===== config.mk =====
export PLATFORM = sky130hd
export DESIGN_NAME = gshare_branch_predictor_flat
export DESIGN_NICKNAME = d
export VERILOG_FILES = /design/src/rtl/gshare_branch_predictor_if.sv /design/src/rtl/gshare_branch_predictor.sv /design/src/flat_wrapper.sv
export SDC_FILE = /design/constraint.sdc
export NUM_CORES = 1
export LEC_CHECK = 0
export CELL_PAD_IN_SITES_DETAIL_PLACEMENT = 1
export CELL_PAD_IN_SITES_GLOBAL_PLACEMENT = 1
export CORE_ASPECT_RATIO = 1.4
export CORE_UTILIZATION = 40
export CTS_BUF_LIST = sky130_fd_sc_hd__clkbuf_8
export CTS_CLUSTER_SIZE = 30
export DETAILED_ROUTE_END_ITERATION = 6
export PLACE_DENSITY_LB_ADDON = 0.1
export REMOVE_ABC_BUFFERS = 1
export SLEW_MARGIN = 20
export SYNTH_ARGS = -nofsm -noshare
export SYNTH_HDL_FRONTEND = slang
export SYNTH_SLANG_ARGS = --single-unit

===== constraint.sdc =====
create_clock -name clk -period 4 [get_ports clk]
set_input_delay 0.8 -clock clk [delete_from_list [all_inputs] [get_ports clk]]
set_output_delay 0.8 -clock clk [all_outputs]
set_load 0.01 [all_outputs]

===== src/rtl/gshare_branch_predictor_if.sv =====
// Predict/update/perf bundle between fetch, execute and the gshare predictor.
// The predictor takes the slave side; fetch/execute (or a bench) take master.
interface gshare_branch_predictor_if #(
  parameter int IP_WIDTH = 64,
  parameter int IDX_BITS = 8
);
  logic                pred_req;
  logic [IP_WIDTH-1:0] pred_ip;
  logic                pred_valid;
  logic                pred_taken;
  logic [IDX_BITS-1:0] pred_index;
  logic                upd_valid;
  logic [IDX_BITS-1:0] upd_index;
  logic                upd_taken;
  logic                upd_pred;
  logic [31:0]         perf_pred_cnt;
  logic [31:0]         perf_miss_cnt;

  modport master (
    output pred_req, pred_ip, upd_valid, upd_index, upd_taken, upd_pred,
    input  pred_valid, pred_taken, pred_index, perf_pred_cnt, perf_miss_cnt
  );

  modport slave (
    input  pred_req, pred_ip, upd_valid, upd_index, upd_taken, upd_pred,
    output pred_valid, pred_taken, pred_index, perf_pred_cnt, perf_miss_cnt
  );
endinterface


===== src/rtl/gshare_branch_predictor.sv =====
// Two-level global-history branch predictor (history-only or gshare index),
// with independent predict and update ports, a write-through bypass when both
// touch the same entry in one cycle, and saturating perf counters.
module gshare_branch_predictor #(
  parameter int IP_WIDTH = 64,
  parameter int HIST_LEN = 8,
  parameter int IDX_BITS = 8,
  parameter int CTR_BITS = 2,
  parameter int MODE     = 1,
  parameter int IP_SHIFT = 2
) (
  input logic                     clk,
  input logic                     reset_n,
  gshare_branch_predictor_if.slave bp
);
  localparam int ENTRIES = 1 << IDX_BITS;
  localparam logic [CTR_BITS-1:0] CTR_MAX = '1;
  localparam logic [CTR_BITS-1:0] WEAK_NT = {1'b0, {(CTR_BITS-1){1'b1}}};

  // Reject out-of-range configurations at elaboration.
  if (HIST_LEN < 1 || HIST_LEN > IDX_BITS) begin : g_bad_hist
    $error("gshare_branch_predictor: HIST_LEN must be 1..IDX_BITS");
  end
  if (CTR_BITS < 2 || CTR_BITS > 4) begin : g_bad_ctr
    $error("gshare_branch_predictor: CTR_BITS must be 2..4");
  end
  if (MODE != 0 && MODE != 1) begin : g_bad_mode
    $error("gshare_branch_predictor: MODE must be 0 or 1");
  end
  if (IP_SHIFT < 0 || IP_SHIFT + IDX_BITS > IP_WIDTH) begin : g_bad_ip
    $error("gshare_branch_predictor: IP_SHIFT+IDX_BITS exceeds IP_WIDTH");
  end

  logic [HIST_LEN-1:0] r_ghr;
  logic [CTR_BITS-1:0] r_table [ENTRIES];
  logic                r_pred_valid;
  logic                r_pred_taken;
  logic [IDX_BITS-1:0] r_pred_index;
  logic [31:0]         r_perf_pred_cnt;
  logic [31:0]         r_perf_miss_cnt;

  logic [IDX_BITS-1:0] w_hist;
  logic [IDX_BITS-1:0] w_idx;
  logic [CTR_BITS-1:0] w_upd_old;
  logic [CTR_BITS-1:0] w_upd_new;
  logic [CTR_BITS-1:0] w_rd;
  logic                w_unused_ip;

  // Only a slice of the IP feeds the hash.
  assign w_unused_ip = ^bp.pred_ip;

  // Lookup index always uses the history as it stood before this edge.
  always_comb begin
    w_hist = IDX_BITS'(r_ghr);
    if (MODE == 1) w_idx = bp.pred_ip[IP_SHIFT +: IDX_BITS] ^ w_hist;
    else           w_idx = w_hist;
  end

  // Saturating next value of the entry being trained.
  always_comb begin
    w_upd_old = r_table[bp.upd_index];
    w_upd_new = w_upd_old;
    if (bp.upd_taken) begin
      if (w_upd_old != CTR_MAX) w_upd_new = w_upd_old + 1'b1;
    end else begin
      if (w_upd_old != '0) w_upd_new = w_upd_old - 1'b1;
    end
  end

  // Same-entry predict+update sees the freshly trained counter.
  always_comb begin
    if (bp.upd_valid && (bp.upd_index == w_idx)) w_rd = w_upd_new;
    else                                         w_rd = r_table[w_idx];
  end

  // Pattern table: all entries start weakly not-taken.
  always_ff @(posedge clk or negedge reset_n) begin
    if (!reset_n) begin
      for (int i = 0; i < ENTRIES; i++) r_table[i] <= WEAK_NT;
    end else if (bp.upd_valid) begin
      r_table[bp.upd_index] <= w_upd_new;
    end
  end

  // Non-speculative history: shifts only when a branch resolves.
  if (HIST_LEN == 1) begin : g_ghr1
    always_ff @(posedge clk or negedge reset_n) begin
      if (!reset_n)          r_ghr <= '0;
      else if (bp.upd_valid) r_ghr <= bp.upd_taken;
    end
  end else begin : g_ghrn
    always_ff @(posedge clk or negedge reset_n) begin
      if (!reset_n)          r_ghr <= '0;
      else if (bp.upd_valid) r_ghr <= {r_ghr[HIST_LEN-2:0], bp.upd_taken};
    end
  end

  // Registered prediction; taken/index hold when no request.
  always_ff @(posedge clk or negedge reset_n) begin
    if (!reset_n) begin
      r_pred_valid <= 1'b0;
      r_pred_taken <= 1'b0;
      r_pred_index <= '0;
    end else if (bp.pred_req) begin
      r_pred_valid <= 1'b1;
      r_pred_taken <= w_rd[CTR_BITS-1];
      r_pred_index <= w_idx;
    end else begin
      r_pred_valid <= 1'b0;
    end
  end

  // Perf counters stick at all-ones instead of wrapping.
  always_ff @(posedge clk or negedge reset_n) begin
    if (!reset_n) begin
      r_perf_pred_cnt <= '0;
      r_perf_miss_cnt <= '0;
    end else begin
      if (bp.pred_req && (r_perf_pred_cnt != '1))
        r_perf_pred_cnt <= r_perf_pred_cnt + 32'd1;
      if (bp.upd_valid && (bp.upd_taken != bp.upd_pred) && (r_perf_miss_cnt != '1))
        r_perf_miss_cnt <= r_perf_miss_cnt + 32'd1;
    end
  end

  assign bp.pred_valid    = r_pred_valid;
  assign bp.pred_taken    = r_pred_taken;
  assign bp.pred_index    = r_pred_index;
  assign bp.perf_pred_cnt = r_perf_pred_cnt;
  assign bp.perf_miss_cnt = r_perf_miss_cnt;
endmodule


===== src/flat_wrapper.sv =====
// flat-port wrapper written by rule: the top's interface ports become plain ports
module gshare_branch_predictor_flat 
#(
  parameter int IP_WIDTH = 64,
  parameter int HIST_LEN = 8,
  parameter int IDX_BITS = 8,
  parameter int CTR_BITS = 2,
  parameter int MODE     = 1,
  parameter int IP_SHIFT = 2
)
  (clk, reset_n, bp_pred_req, bp_pred_ip, bp_upd_valid, bp_upd_index, bp_upd_taken, bp_upd_pred, bp_pred_valid, bp_pred_taken, bp_pred_index, bp_perf_pred_cnt, bp_perf_miss_cnt);
  gshare_branch_predictor_if #(.IP_WIDTH(IP_WIDTH), .IDX_BITS(IDX_BITS)) bp_i ();
  input logic clk;
  input logic reset_n;
  input wire logic [$bits(bp_i.pred_req)-1:0] bp_pred_req;
  input wire logic [$bits(bp_i.pred_ip)-1:0] bp_pred_ip;
  input wire logic [$bits(bp_i.upd_valid)-1:0] bp_upd_valid;
  input wire logic [$bits(bp_i.upd_index)-1:0] bp_upd_index;
  input wire logic [$bits(bp_i.upd_taken)-1:0] bp_upd_taken;
  input wire logic [$bits(bp_i.upd_pred)-1:0] bp_upd_pred;
  output wire logic [$bits(bp_i.pred_valid)-1:0] bp_pred_valid;
  output wire logic [$bits(bp_i.pred_taken)-1:0] bp_pred_taken;
  output wire logic [$bits(bp_i.pred_index)-1:0] bp_pred_index;
  output wire logic [$bits(bp_i.perf_pred_cnt)-1:0] bp_perf_pred_cnt;
  output wire logic [$bits(bp_i.perf_miss_cnt)-1:0] bp_perf_miss_cnt;
  assign bp_i.pred_req = bp_pred_req;
  assign bp_i.pred_ip = bp_pred_ip;
  assign bp_i.upd_valid = bp_upd_valid;
  assign bp_i.upd_index = bp_upd_index;
  assign bp_i.upd_taken = bp_upd_taken;
  assign bp_i.upd_pred = bp_upd_pred;
  assign bp_pred_valid = bp_i.pred_valid;
  assign bp_pred_taken = bp_i.pred_taken;
  assign bp_pred_index = bp_i.pred_index;
  assign bp_perf_pred_cnt = bp_i.perf_pred_cnt;
  assign bp_perf_miss_cnt = bp_i.perf_miss_cnt;
  gshare_branch_predictor #(.IP_WIDTH(IP_WIDTH), .HIST_LEN(HIST_LEN), .IDX_BITS(IDX_BITS), .CTR_BITS(CTR_BITS), .MODE(MODE), .IP_SHIFT(IP_SHIFT)) u_core (.clk(clk), .reset_n(reset_n), .bp(bp_i));
endmodule

==> results of run 1 <==
[metal layers]
layer / routed length, um / part of all wire, % / up-vias
met3: 5120 / 4.5 / 256
met2: 56900 / 50 / 682
met4: 6370 / 5.6 / 0
li1: - / - / 9920
met5: 0 / 0 / -
met1: 44600 / 39 / 12100
[synth_stat cells (5+ instances only)]
| library cell | instances |
|---|---|
| sky130_fd_sc_hd__mux2i_1 | 104 |
| sky130_fd_sc_hd__o22ai_1 | 11 |
| sky130_fd_sc_hd__a21oi_1 | 93 |
| sky130_fd_sc_hd__nand4_1 | 14 |
| sky130_fd_sc_hd__dfstp_2 | 256 |
| sky130_fd_sc_hd__nand3_1 | 53 |
| sky130_fd_sc_hd__nor4_1 | 40 |
| sky130_fd_sc_hd__nor2_1 | 214 |
| sky130_fd_sc_hd__buf_4 | 5 |
| sky130_fd_sc_hd__nor2b_1 | 14 |
| sky130_fd_sc_hd__and3_1 | 11 |
| sky130_fd_sc_hd__o21ai_0 | 41 |
| sky130_fd_sc_hd__xnor2_1 | 65 |
| sky130_fd_sc_hd__mux4_2 | 107 |
| sky130_fd_sc_hd__nor3_1 | 11 |
| sky130_fd_sc_hd__inv_1 | 6 |
| sky130_fd_sc_hd__a22oi_1 | 30 |
| sky130_fd_sc_hd__buf_2 | 57 |
| sky130_fd_sc_hd__o2111ai_1 | 5 |
| sky130_fd_sc_hd__mux2_2 | 521 |
| sky130_fd_sc_hd__nand2_1 | 319 |
| sky130_fd_sc_hd__and2_1 | 26 |
| sky130_fd_sc_hd__dfrtp_1 | 338 |
| sky130_fd_sc_hd__clkbuf_1 | 107 |
| sky130_fd_sc_hd__a221oi_1 | 5 |
| sky130_fd_sc_hd__xor2_1 | 19 |
| sky130_fd_sc_hd__o31ai_1 | 9 |
| sky130_fd_sc_hd__and4_1 | 8 |
| sky130_fd_sc_hd__a22o_1 | 8 |
| sky130_fd_sc_hd__buf_1 | 24 |
[critical path, stage by stage]
cell and delay, ps:
sky130_fd_sc_hd__buf_8 220, sky130_fd_sc_hd__buf_12 200, sky130_fd_sc_hd__mux4_2 540, sky130_fd_sc_hd__o2bb2ai_1 190
sky130_fd_sc_hd__a2111oi_0 100, sky130_fd_sc_hd__buf_4 160, sky130_fd_sc_hd__nor4_2 360, sky130_fd_sc_hd__buf_4 180
sky130_fd_sc_hd__o2111ai_1 100, sky130_fd_sc_hd__nor3_1 300, sky130_fd_sc_hd__o31ai_1 130, sky130_fd_sc_hd__buf_4 160
sky130_fd_sc_hd__maj3_4 350, sky130_fd_sc_hd__buf_12 180, sky130_fd_sc_hd__buf_4 210, sky130_fd_sc_hd__mux2_2 270
[final timing paths]
kind | slack, ps | from | endpoint
min in group clk | 490 | u_core.bp.perf_miss_cnt[29] | u_core.bp.perf_miss_cnt[29]
worst max register to register | 270 | u_core.r_table[297] | u_core.r_table[261]
worst max-delay path | 130 | bp_upd_index[0] | u_core.r_table[261]
worst min-delay path | 120 | reset_n | u_core.r_table[351]
worst min register to register | 490 | u_core.bp.perf_miss_cnt[29] | u_core.bp.perf_miss_cnt[29]
max in group asynchronous | 2800 | reset_n | u_core.r_table[146]
[layout make-up]
class                           instances  area [um2]
Inverter                                7        26.3
Fill cell                            8046       38900
Timing Repair Buffer                  419        4060
Antenna cell                            2        5.00
Multi-Input combinational cell       1775       14700
Tap cell                              976        1220
Clock inverter                         66         460
Clock buffer                          122        1680
Sequential cell                       594       15200
[power by group through the flow]
stage / clock (mW) / sequential, mW / combinational, mW
global placement: 0 / 6.80 / 3.06
global route: 6.26 / 6.77 / 3.27
CTS: 6.02 / 6.73 / 3.12
floorplan: 0 / 6.77 / 1.16
detailed placement: 0 / 6.82 / 3.11
finish: 5.87 / 6.74 / 3.12
[layout by cell type (no fill, tap or decap), types with 9 or more instances in the layout]
cell	synthesis	final
sky130_fd_sc_hd__and2_1	26	26
sky130_fd_sc_hd__nor4_1	40	39
sky130_fd_sc_hd__dfstp_2	256	256
sky130_fd_sc_hd__mux2_2	521	521
sky130_fd_sc_hd__nor2_1	214	214
sky130_fd_sc_hd__nand2_1	319	319
sky130_fd_sc_hd__xnor2_1	65	64
sky130_fd_sc_hd__nor3_1	11	11
sky130_fd_sc_hd__clkbuf_8	0	122
sky130_fd_sc_hd__mux4_2	107	107
sky130_fd_sc_hd__inv_1	6	45
sky130_fd_sc_hd__nand4_1	14	14
sky130_fd_sc_hd__mux2i_1	104	104
sky130_fd_sc_hd__nor2b_1	14	14
sky130_fd_sc_hd__o22ai_1	11	11
sky130_fd_sc_hd__buf_4	5	271
sky130_fd_sc_hd__buf_12	0	54
sky130_fd_sc_hd__xor2_1	19	18
sky130_fd_sc_hd__o31ai_1	9	9
sky130_fd_sc_hd__a21oi_1	93	93
sky130_fd_sc_hd__clkdlybuf4s50_1	0	91
sky130_fd_sc_hd__nand3_1	53	53
sky130_fd_sc_hd__o21ai_0	41	41
sky130_fd_sc_hd__and3_1	11	11
sky130_fd_sc_hd__dfrtp_1	338	338
sky130_fd_sc_hd__clkinv_2	0	14
sky130_fd_sc_hd__a22oi_1	30	30
[sequential cells by signal, indices dropped and copies added, names as in the netlist]
register	flops
u_core.bp.perf_miss_cnt	32
u_core.bp.perf_pred_cnt	32
u_core.bp.pred_index	8
u_core.bp.pred_taken	1
u_core.bp.pred_valid	1
u_core.r_ghr	8
u_core.r_table	512
[cells by family (layout without fill, tap and decap cells)]
family                   count (synthesis)  after routing  synth area share [%]
other                                    0              2                     0
flip-flops                             594            594                  49.4
multiplexers                           732            732                  30.3
AND/OR/NAND/NOR                        726            726                  10.3
adder cells (fa/ha/maj)                  4              4                 0.155
buffers and inverters                  204            614                  2.88
AO/OA/AOI/OAI                          229            229                  4.64
XOR/XNOR                                84             84                  2.39
==> summary.json, run 1 <==
{
  "cts_setup_buffers": 0,
  "die-area_mm2": 0.0780,
  "power.leakage_nw": 16.0,
  "power_frac_seq_pct": 42.9,
  "finalSetupViolCount": 0,
  "maxCapViolations": 0,
  "detailed_place_hpwl_um": 81500,
  "comb_power_share_pct": 19.8,
  "synth_top_cell_by_area": "sky130_fd_sc_hd__dfrtp_1",
  "post-synth-top-area-fraction_pct": 27.5,
  "worst_hold_slack_ps": 120,
  "areal_power_density_over_the_cells_mw_per_mm2": 421,
  "detail_route.vias_per_cell": 5.80,
  "syn-instance-count": 2573,
  "critical_path_class": "in2reg",
  "post-route-drc-count": 0,
  "place_area_mm2": 0.0352,
  "synth.top_cells.by_area": "sky130_fd_sc_hd__dfrtp_1 (27%), sky130_fd_sc_hd__dfstp_2 (22%), sky130_fd_sc_hd__mux2_2 (19%)",
  "postLayoutSetupSlackWorst_ps": 125,
  "worstSetupStartpointType": "primary input",
  "vias": 23000,
  "worst-endpoint-arrival_ps": 4520,
  "finalWeightedCongestion": 0.898,
  "wl_per_cell_um": 28.5,
  "finalCoreUtilization_pct": 49.0,
  "run_status": "completed",
  "clkSinkCount": 594,
  "worstMarginPinSlew_ps": 1150,
  "flow.area_growth_from_synthesis_pct": 21.5,
  "grt_pass1_vias": 25600,
  "global_route_wire_length_before_repair_um": 170000,
  "clkLatencyLatePin_ps": 760,
  "cts_inserted_buffers": 99,
  "layout_worst_path_cycle_share_pct": 96.9,
  "synth_seq_cells": 594,
  "finalClockSkew_ps": 35.8,
  "dp_slack_ps": -770,
  "fraction_of_final_layout_cells_sized_beyond_drive_strength_1_pct": 46.0,
  "busiest_layer": "met2",
  "grt_usage_pct": 29.6,
  "synth.cell_area_mm2": 0.0308,
  "synth_ff_type": "sky130_fd_sc_hd__dfrtp_1",
  "avgSynthCellArea_um2": 12.0,
  "first_iter_violations": 1456,
  "routing_usage_on_met1_pct": 35.1,
  "ioPinCount": 152,
  "worst_r2r_path_depth": 14,
  "critPathMaxFanout": 18,
  "globalRouteMet3Util_pct": 4.59,
  "fp.dieH_um": 330,
  "grt_antenna_before_repair": 5,
  "setup-tns-final_ps": 0,
  "internal_power_mw": 10.9,
  "largest_net_degree_at_the_start_of_global_routing": 104,
  "fp.coreArea_mm2": 0.0763,
  "synth.distinct_cells": 57,
  "fp.dieW_um": 236,
  "finalMaxSlewViolations": 0,
  "power.clock.fraction_pct": 37.3,
  "synth-warning-count": 0,
  "row_count": 120,
  "synth-edff-count": 0,
  "clkTransAtPathRegs_ps": 60,
  "total_power_mw": 15.7,
  "final_period_minus_worst_setup_slack_ps": 3870,
  "tritoncts": "done",
  "grt_overflow_total": 0,
  "use_met2_pct": 51.3,
  "timing.max_slew.rel_slack_pct": 21.7,
  "p_switching_mw": 4.79,
  "finalInstanceArea_mm2": 0.0374,
  "detail_route.wirelength_um": 113000,
  "initial_core_util_pct": 40.3,
  "synth_seq_area_share_pct": 49.4,
  "sw_frac_of_total_pct": 30.4,
  "critPathCaptureType": "register",
  "hold_viol_final": 0,
  "fin_nets": 2976,
  "dpl.cell_count": 3771,
  "timing.hold.worst.class": "in2async",
  "root_buffer_selected_by_cts": "sky130_fd_sc_hd__clkbuf_8",
  "irDropWorstVdd_v": 0.000249,
  "worst_ep_required_time_ps": 4640,
  "buffer_ports.inserted": 95,
  "dr.pass1.iters": 5,
  "clockBufferDepth": 3,
  "antenna_left": 0,
  "htree_levels": 3,
  "post_cts.resized_instances": 0,
  "finish.cell_count_without_fillers": 3961,
  "share_of_synthesized_registers_carrying_an_async_set_or_reset_pct": 100,
  "grt_setup_unrepaired": "no",
  "cts_hold_repair.buffers": 0,
  "achievable-frequency_mhz": 258
}
Power figures use the tool's default switching activity.
==> inputs of run 2 (changes only) <==
--- a/config.mk
+++ b/config.mk
@@ -8,13 +8,14 @@
 export CELL_PAD_IN_SITES_DETAIL_PLACEMENT = 1
 export CELL_PAD_IN_SITES_GLOBAL_PLACEMENT = 1
 export CORE_ASPECT_RATIO = 1.4
-export CORE_UTILIZATION = 40
+export CORE_UTILIZATION = 51
 export CTS_BUF_LIST = sky130_fd_sc_hd__clkbuf_8
 export CTS_CLUSTER_SIZE = 30
 export DETAILED_ROUTE_END_ITERATION = 6
 export PLACE_DENSITY_LB_ADDON = 0.1
 export REMOVE_ABC_BUFFERS = 1
-export SLEW_MARGIN = 20
+export SLEW_MARGIN = 0
 export SYNTH_ARGS = -nofsm -noshare
 export SYNTH_HDL_FRONTEND = slang
 export SYNTH_SLANG_ARGS = --single-unit
+export TNS_END_PERCENT = 30
==> run 2 against run 1 <==
Compared with the run above: clock power down 7.3%; largest power group unchanged; register-to-register slack better by 50 ps; first-iteration DRC count up 17%; design area down 1.9%.
==> summary.json, run 2 (synthesized netlist as in run 1, its figures left out) <==
{
  "grt_overflow_total": {"value": 0, "change": "unchanged"},
  "detail_route.vias_per_cell": {"value": 6.37, "change": "+9.8%"},
  "power.leakage": {"value": 15.8, "unit": "nW", "change": "-1.4%"},
  "dp_slack": {"value": -637, "unit": "ps", "change": "+133 ps"},
  "critPathCaptureType": "register",
  "initial_core_util": {"value": 51.6, "unit": "%", "change": "+11 points"},
  "clkSinkCount": {"value": 594, "change": "unchanged"},
  "finalClockSkew": {"value": 32.6, "unit": "ps", "change": "-3.14 ps"},
  "routing_usage_on_met1": {"value": 43.9, "unit": "%", "change": "+8.8 points"},
  "clkTransAtPathRegs": {"value": 60, "unit": "ps", "change": "about the same"},
  "hold_viol_final": {"value": 0, "change": "unchanged"},
  "worst_r2r_path_depth": {"value": 11, "change": "-3"},
  "critical_path_cell_count": {"value": 11, "change": "-5"},
  "grt_antenna_before_repair": {"value": 2, "change": "-3"},
  "fp.coreArea": {"value": 0.0597, "unit": "mm2", "change": "-22%"},
  "postLayoutSetupSlackWorst": {"value": 98.4, "unit": "ps", "change": "-26.8 ps"},
  "dr.pass1.iters": {"value": 5, "change": "unchanged"},
  "row_count": {"value": 106, "change": "-12%"},
  "detail_route.wirelength": {"value": 111000, "unit": "um", "change": "-1.7%"},
  "timing.max_slew.rel_slack": {"value": 51.5, "unit": "%", "change": "+30 points"},
  "worst_ep_required_time": {"value": 4590, "unit": "ps", "change": "-50 ps"},
  "first_iter_violations": {"value": 1707, "change": "+17%"},
  "busiest_layer": "met2",
  "worstMarginPinSlew": {"value": 726, "unit": "ps", "change": "-420 ps"},
  "post-route-drc-count": {"value": 0, "change": "unchanged"},
  "ioPinCount": {"value": 152, "change": "unchanged"},
  "critical-path-max-stage-delay": {"value": 560, "unit": "ps", "change": "+20 ps"},
  "critical_path.most_common_cell": "sky130_fd_sc_hd__buf_12",
  "critical-path-slowest-cell": "sky130_fd_sc_hd__mux4_2",
  "worst-endpoint-arrival": {"value": 4490, "unit": "ps", "change": "-30 ps"},
  "grt_setup_unrepaired": "no",
  "buffer_ports.inserted": {"value": 95, "change": "unchanged"},
  "antenna_left": {"value": 0, "change": "unchanged"},
  "finalWeightedCongestion": {"value": 0.936, "change": "+4.2%"},
  "vias": {"value": 23700, "change": "+3.1%"},
  "fp.dieW": {"value": 210, "unit": "um", "change": "-11%"},
  "achievable-frequency": {"value": 256, "unit": "MHz", "change": "-0.69%"},
  "register_containing_the_most_flip_flops_in_the_final_layout": "u_core.r_table",
  "clockBufferDepth": {"value": 3, "change": "unchanged"},
  "place_area": {"value": 0.0347, "unit": "mm2", "change": "-1.6%"},
  "maxCapViolations": {"value": 0, "change": "unchanged"},
  "fin_nets": {"value": 2958, "change": "-0.60%"},
  "largest_reg_flops": {"value": 512, "change": "unchanged"},
  "tritoncts": "done",
  "cts_inserted_buffers": {"value": 96, "change": "-3.0%"},
  "mostFrequentLayoutCell": "sky130_fd_sc_hd__mux2_2",
  "root_buffer_selected_by_cts": "sky130_fd_sc_hd__clkbuf_8",
  "critPathMaxFanout": {"value": 86, "change": "+68"},
  "grt_pass1_vias": {"value": 26300, "change": "+3.0%"},
  "clkLatencyLatePin": {"value": 730, "unit": "ps", "change": "-30 ps"},
  "die-area": {"value": 0.0613, "unit": "mm2", "change": "-21%"},
  "final_period_minus_worst_setup_slack": {"value": 3900, "unit": "ps", "change": "+26.8 ps"},
  "finalInstanceArea": {"value": 0.0367, "unit": "mm2", "change": "-1.9%"},
  "grt_usage": {"value": 37.2, "unit": "%", "change": "+7.6 points"},
  "filler_cell_count": {"value": 6033, "change": "-25%"},
  "use_met2": {"value": 61.7, "unit": "%", "change": "+10 points"},
  "mostFrequentLayoutCells": "sky130_fd_sc_hd__mux2_2 (521), sky130_fd_sc_hd__dfrtp_1 (338), sky130_fd_sc_hd__nand2_1 (319), sky130_fd_sc_hd__buf_4 (269), sky130_fd_sc_hd__dfstp_2 (256)",
  "fp.dieH": {"value": 293, "unit": "um", "change": "-11%"},
  "run_status": "completed",
  "layout_worst_path_cycle_share": {"value": 97.5, "unit": "%", "change": "+0.67 points"},
  "globalRouteMet3Util": {"value": 7.28, "unit": "%", "change": "+2.7 points"},
  "fraction_of_final_layout_cells_sized_beyond_drive_strength_1": {"value": 45.5, "unit": "%", "change": "-0.44 points"},
  "cts_setup_buffers": {"value": 0, "change": "unchanged"},
  "global_route_wire_length_before_repair": {"value": 169000, "unit": "um", "change": "-0.71%"},
  "worstSetupStartpointType": "primary input",
  "finalMaxSlewViolations": {"value": 0, "change": "unchanged"},
  "flow.area_growth_from_synthesis_pct": 19.1,
  "worstPathBufferInverterCount": {"value": 3, "change": "-4"},
  "finalSetupViolCount": {"value": 0, "change": "unchanged"},
  "crit_path_cell_trace": "buf_8, buf_12, mux4_2, a221oi_1, o21ai_1, a221o_1, nor3_1, o31ai_1, maj3_4, buf_12, mux2_2",
  "irDropWorstVdd": {"value": 0.000378, "unit": "V", "change": "+52%"},
  "areal_power_density_over_the_cells": {"value": 417, "unit": "mW/mm2", "change": "-0.79%"},
  "critical_path_class": "in2reg",
  "total_power": {"value": 15.3, "unit": "mW", "change": "-2.7%"},
  "timing.hold.worst.class": "in2async",
  "wl_per_cell": {"value": 29.9, "unit": "um", "change": "+4.8%"},
  "largest_net_degree_at_the_start_of_global_routing": {"value": 114, "change": "+9.6%"},
  "finalCoreUtilization": {"value": 61.4, "unit": "%", "change": "+12 points"},
  "timing.critical_path.max_delay_family": "compound AO/OA/AOI/OAI gates",
  "htree_levels": {"value": 3, "change": "unchanged"},
  "detailed_place_hpwl": {"value": 77700, "unit": "um", "change": "-4.6%"},
  "cts_hold_repair.buffers": {"value": 0, "change": "unchanged"}
}
run 2: area by class of cell:
cell class	instances	area (um2)	area share [%]
Sequential cell	594	15200	41.4
Multi-Input combinational cell	1775	14700	40.2
Timing Repair Buffer	404	3790	10.3
Clock buffer	122	1680	4.58
Tap cell	756	946	2.58
Clock inverter	57	288	0.785
Inverter	7	26.3	0.0717
Antenna cell	1	2.50	0.00683
run 2: path summary, 6_finish.rpt:
kind | from | to | slack [ps]
hold / removal | reset_n | u_core.r_table[25] | 30
setup reg to reg | u_core.r_ghr[0] | u_core.bp.pred_taken | 320
min in group clk | u_core.bp.perf_pred_cnt[29] | u_core.bp.perf_pred_cnt[29] | 490
setup / recovery | bp_upd_index[0] | u_core.r_table[497] | 100
hold reg to reg | u_core.bp.perf_pred_cnt[29] | u_core.bp.perf_pred_cnt[29] | 490
max in group asynchronous | reset_n | u_core.r_table[499] | 2850
run 2: worst reg2reg max path, delay by kind of cell, from the launching register on:
kind / cells / cell delay [ps]
flops: 1 / 580
mux: 1 / 200
buf+inv: 2 / 500
xor+xnor: 1 / 460
simple gates: 4 / 1330
compound gates: 3 / 510
run 2: per-layer routing:
| metal | part of all wire [%] | wire length [um] |
|---|---|---|
| met1 | 37 | 41300 |
| met2 | 49 | 54300 |
| met3 | 6.7 | 7430 |
| met4 | 7.3 | 8110 |
| met5 | 0 | 0 |
run 2: repair_timing:
item / CTS / global route
resized for setup: 0 / 1
setup endpoints to repair: 0 / 196
endpoints found under the hold margin: 0 / 0
run 2: metrics by stage:
stage	setup TNS, ps	instances	hold slack [ps]
floorplan	-301220	2376	496
global placement	-291570	3536	474
detailed placement	-297200	3536	475
CTS	0	3715	10.6
global route	0	3716	56.6
finish	0	3716	29.3
run 2: where the power goes:
group	internal [mW]	switching [mW]	total [mW]
clock	2.82	2.62	5.44
combinational	1.29	1.82	3.12
sequential	6.45	0.288	6.74
total	10.6	4.73	15.3
